--- config.mk ---
export PLATFORM = sky130hd
export DESIGN_NAME = fetch_unit
export DESIGN_NICKNAME = d
export VERILOG_FILES = /design/src/rtl/fetch_unit.sv
export SDC_FILE = /design/constraint.sdc
export NUM_CORES = 1
export LEC_CHECK = 0
export CELL_PAD_IN_SITES_DETAIL_PLACEMENT = 1
export CELL_PAD_IN_SITES_GLOBAL_PLACEMENT = 1
export CORE_MARGIN = 1.5
export CORE_UTILIZATION = 42
export DETAILED_ROUTE_END_ITERATION = 8
export GPL_TIMING_DRIVEN = 0
export PLACE_DENSITY_LB_ADDON = 0.1
export REMOVE_ABC_BUFFERS = 1
export SLEW_MARGIN = 25
export SYNTH_ARGS = -nofsm -noshare
export SYNTH_HDL_FRONTEND = slang
export SYNTH_SLANG_ARGS = --single-unit
--- constraint.sdc ---
create_clock -name clk -period 13 [get_ports clk]
set_input_delay 1.3 -clock clk [delete_from_list [all_inputs] [get_ports clk]]
set_output_delay 1.3 -clock clk [all_outputs]
set_load 0.1 [all_outputs]
--- src/rtl/fetch_unit.sv ---
// fetch_unit: PC register plus a 2-entry {pc, instr} prefetch buffer with redirect/flush.
// Optional misaligned-redirect halt is enabled by defining FETCH_MISALIGN_CHECK_EN.
module fetch_unit #(
  parameter logic [31:0] RESET_PC = 32'h0000_0000
) (
  input  logic        clk,
  input  logic        reset,
  output logic [31:0] imem_a,
  input  logic [31:0] imem_rd,
  input  logic        redirect,
  input  logic [31:0] redirect_pc,
  output logic [31:0] instr,
  output logic [31:0] instr_pc,
  output logic        instr_valid,
  input  logic        instr_ready
`ifdef FETCH_MISALIGN_CHECK_EN
  ,
  output logic        misalign
`endif
);
  typedef enum logic [1:0] {EMPTY, ONE, FULL, HALT} state_t;
  state_t      state_q, state_d;
  logic [31:0] pc_q, pc_d;
  logic [31:0] h_pc_q, h_pc_d, h_in_q, h_in_d;
  logic [31:0] t_pc_q, t_pc_d, t_in_q, t_in_d;
  logic        pop, fetch, bad;
  assign imem_a      = pc_q;
  assign instr       = h_in_q;
  assign instr_pc    = h_pc_q;
  assign instr_valid = (state_q == ONE) || (state_q == FULL);
  assign pop         = instr_valid && instr_ready;
  assign fetch       = (state_q != HALT) && !redirect && ((state_q != FULL) || pop);
`ifdef FETCH_MISALIGN_CHECK_EN
  assign bad      = redirect_pc[1:0] != 2'b00;
  assign misalign = state_q == HALT;
`else
  assign bad = 1'b0;
`endif
  always_comb begin
    state_d = state_q;
    pc_d    = pc_q;
    h_pc_d  = h_pc_q;
    h_in_d  = h_in_q;
    t_pc_d  = t_pc_q;
    t_in_d  = t_in_q;
    if (state_q != HALT && redirect) begin
      // a misaligned target halts with the PC left where it was
      state_d = bad ? HALT : EMPTY;
      pc_d    = bad ? pc_q : (redirect_pc & 32'hFFFF_FFFC);
    end else if (fetch) begin
      pc_d = pc_q + 32'd4;
      case (state_q)
        EMPTY: begin
          state_d = ONE;
          h_pc_d  = pc_q;
          h_in_d  = imem_rd;
        end
        ONE: begin
          state_d = pop ? ONE : FULL;
          h_pc_d  = pop ? pc_q : h_pc_q;
          h_in_d  = pop ? imem_rd : h_in_q;
          t_pc_d  = pop ? t_pc_q : pc_q;
          t_in_d  = pop ? t_in_q : imem_rd;
        end
        FULL: begin
          h_pc_d = t_pc_q;
          h_in_d = t_in_q;
          t_pc_d = pc_q;
          t_in_d = imem_rd;
        end
        default: state_d = state_q;
      endcase
    end
  end
  always_ff @(posedge clk or posedge reset) begin
    if (reset) begin
      state_q <= EMPTY;
      pc_q    <= RESET_PC;
      h_pc_q  <= 32'h0;
      h_in_q  <= 32'h0;
      t_pc_q  <= 32'h0;
      t_in_q  <= 32'h0;
    end else begin
      state_q <= state_d;
      pc_q    <= pc_d;
      h_pc_q  <= h_pc_d;
      h_in_q  <= h_in_d;
      t_pc_q  <= t_pc_d;
      t_in_q  <= t_in_d;
    end
  end
endmodule

==> results by group <==
Status
  – Status: completed

Global routing
  – Largest net degree at the start of global routing: 80
  – First-pass GRT wire length: roughly 30000 µm
  – Vias in the first global route: 5764
  – Initial antenna violation count: 0
  – GRT Total Usage: 21.7%
  – Overflow left after global routing: 0

Logic synthesis
  – Average cell area after synthesis: 11.2 µm²
  – Simple-gate share of the synthesized area: around 11%
  – Synth top area cells: dfrtp_1, mux2i_1, mux2_2
  – XOR/XNOR Fraction of Synth Area: 3.48%
  – Synth Area in Compound Gates: 7.67%
  – Synth Register Bits: 156
  – EDFF count, synth: 0
  – Share of the synthesized area in the top cell type: a little under three fifths
  – Post-synthesis mux area share: 17.9%
  – Largest family of logic cells by synthesized area: multiplexers
  – Dominant synthesized flop cell: dfrtp_1
  – Cell taking the most area after synthesis: dfrtp_1
  – Synth warnings: 0
  – Post-synthesis adder-cell area fraction: 1.06%
  – Sequential share of the synthesized area: 55.4%
  – Synth Instances: 628
  – Async set or reset register ratio after synthesis: 100%
  – Netlist cell types: 39
  – Synthesized area: 0.00705 mm²

Place
  – HPWL Detailed: 12100 µm
  – Worst slack, placed: around 9 ns
  – GPL Wtd Cong: 0.748
  – Placed instance count: 976
  – Port bufs: 158

Floorplan
  – Initial Utilization: 42.8%
  – Num rows: 47
  – Die ar.: 0.0176 mm²
  – I/O Pins: between 150 and 200
  – Die Ht: 133 µm
  – Die Wd: 133 µm
  – Core Box Area: 0.0165 mm²

Detailed routing
  – Drc violations: 0
  – Starting DRT DRC Count: between 200 and 250
  – DR pass1 iterations: 4
  – Antenna Nets Post-Route: 0
  – Drt total wl: approximately 18000 µm
  – Routed WL per cell: ~18 µm
  – Vias per Instance: 5.17
  – Total number of vias: 5186

Timing
  – Setup-failing EPs final: 0
  – Final Hold Vio Count: 0
  – Setup Skew: 0.00982 ns
  – Slew @ Worst Pin: 1.04 ns
  – Slew HR: 30.4%
  – Setup TNS: 0 ns
  – FMAX: 266 MHz
  – Final WS setup: 9.24 ns
  – Final worst path period share: 28.9%
  – Post-layout min period: 3.76 ns
  – Fin. max-slew vios: 0
  – Unrepaired setup endpoints after global routing: no

Power
  – Sequential Power Share: 36.4%
  – Pint: 1.15 mW
  – Gate power share: between 30% and 40%
  – Worst VDD drop: 0.0935 mV
  – P_sw: just under 800 µW
  – PD cells: between 200 and 250 mW/mm²
  – Clock share of power: 26.3%
  – Sw frac: 40.6%
  – Total Power: 1.93 mW
  – Lkg Pwr: 3.91 nW

Clock network
  – Clk buf depth: 2
  – Num CTS Buffers: 17
  – Clock Latency Late Sink: 0.42 ns
  – Hold buffers post-CTS: 0
  – Postcts setup bufs: 0
  – Max H-tree Level: 4
  – Root Driver: clkbuf_16
  – Reg clk slew, reported paths: 0.06 ns
  – CTS resizes: 0
  – # clock sinks: ~160
  – CTS tree: built

Finish
  – Most common cell after layout, fill and taps aside: clkdlybuf4s50_1
  – Diode count: 0
  – Nets: 849
  – Finished Layout Cells: 1004
  – Share of cells above drive strength 1: between 10% and 20%
  – Commonest cells after routing, fill and taps aside: clkdlybuf4s50_1, dfrtp_1, nand2_1
  – Layout area overhead: 35.9%

Critical path
  – Crit-path cells: inv_1 -> ha_1 -> clkdlybuf4s50_1
  – Worst Setup End Kind: output port
  – Critical Path AT: 2.46 ns
  – Critical path's largest stage delay: 1.14 ns
  – Critical-path top delay cell: clkdlybuf4s50_1
  – Startpoint types: register
  – R2R Setup Slk: 10.13 ns
  – CP delay by family, top: buffers and inverters
  – Critical path peak fanout: 5
  – CP Data Required Time: 11.70 ns
  – Worst setup path class: reg2out
  – CP bufs+invs: 2

Flow run
  – Max-Cap Viols: 0

Hold path
  – Worst Hold Class: reg2reg
## power groups by stage
stage | sequential (mW) | clock, mW | combinational [mW]
after floorplan | 1.07 | 0 | 0.169
after global placement | 0.699 | 0 | 0.707
after detailed placement | 0.713 | 0 | 0.726
after CTS | 0.705 | 0.523 | 0.728
after global routing | 0.724 | 0.541 | 0.758
final | 0.704 | 0.510 | 0.721
## tightest hold or removal path, stage by stage (launching register included)
cell	delay [ns]
dfrtp_1	0.34
nand2_1	0.05
o21ai_0	0.06
## worst paths after layout
kind                       depth (start not counted)           to        from
min in group asynchronous                          2   t_in_q[11]       reset
max                                                3  instr_valid  state_q[1]
min                                                2     instr[3]    instr[3]
max in group asynchronous                          3   imem_a[23]       reset
min reg2reg                                        2     instr[3]    instr[3]
max reg2reg                                        9   t_pc_q[21]  state_q[0]
## logic make-up (layout without fill, tap and decap cells)
family                     after synthesis  count (layout)
DFF                                    156             156
and+or+nand+nor                        163             163
other                                    1               4
AOI/OAI and AO/OA                      104             104
buffers and inverters                   51             204
muxes                                  119             119
xor gates and xnor gates                28              28
adders and majority gates                6               6
## state kept, by name (all words and copies together), names as in the netlist
| name | flops |
|---|---|
| imem_a | 30 |
| instr | 32 |
| instr_pc | 30 |
| state_q | 2 |
| t_in_q | 32 |
| t_pc_q | 30 |
## per-layer routing
metal,track usage [%],share of wire [%]
met5,0,0
met4,4.95,0.76
met3,6.28,4.5
met2,38.1,52
met1,26.5,43
## Yosys cell counts (all sizes together), types with 2 or more instances
master,n
nor2,7
clkbuf,26
nor4,9
nor3b,2
and4,4
o21ai,98
nor3,11
buf,16
nand4,7
nor2b,3
xor2,5
mux2,56
mux2i,63
dfrtp,156
inv,9
ha,6
xnor2,23
nand3,10
nand2,105
## final cells by class
| cell class | count | area (µm²) |
|---|---|---|
| clock buffer | 20 | 447 |
| clock inverter | 8 | 144 |
| fill | 1707 | 6890 |
| inverter | 9 | 41.3 |
| multi-input combinational | 424 | 2960 |
| sequential | 156 | 3900 |
| tap | 220 | 275 |
| timing repair buffer | 167 | 1800 |
## through the flow
stage	util [%]	hold slack, ns	instance area (µm²)
floorplan	-	0.450	6870
global placement	53.0	0.460	8720
detailed placement	54.6	0.470	8990
CTS	58.2	0.483	9580
global route	58.2	0.498	9580
finish	58.2	0.480	9580
(Power assumes the default switching activity.)
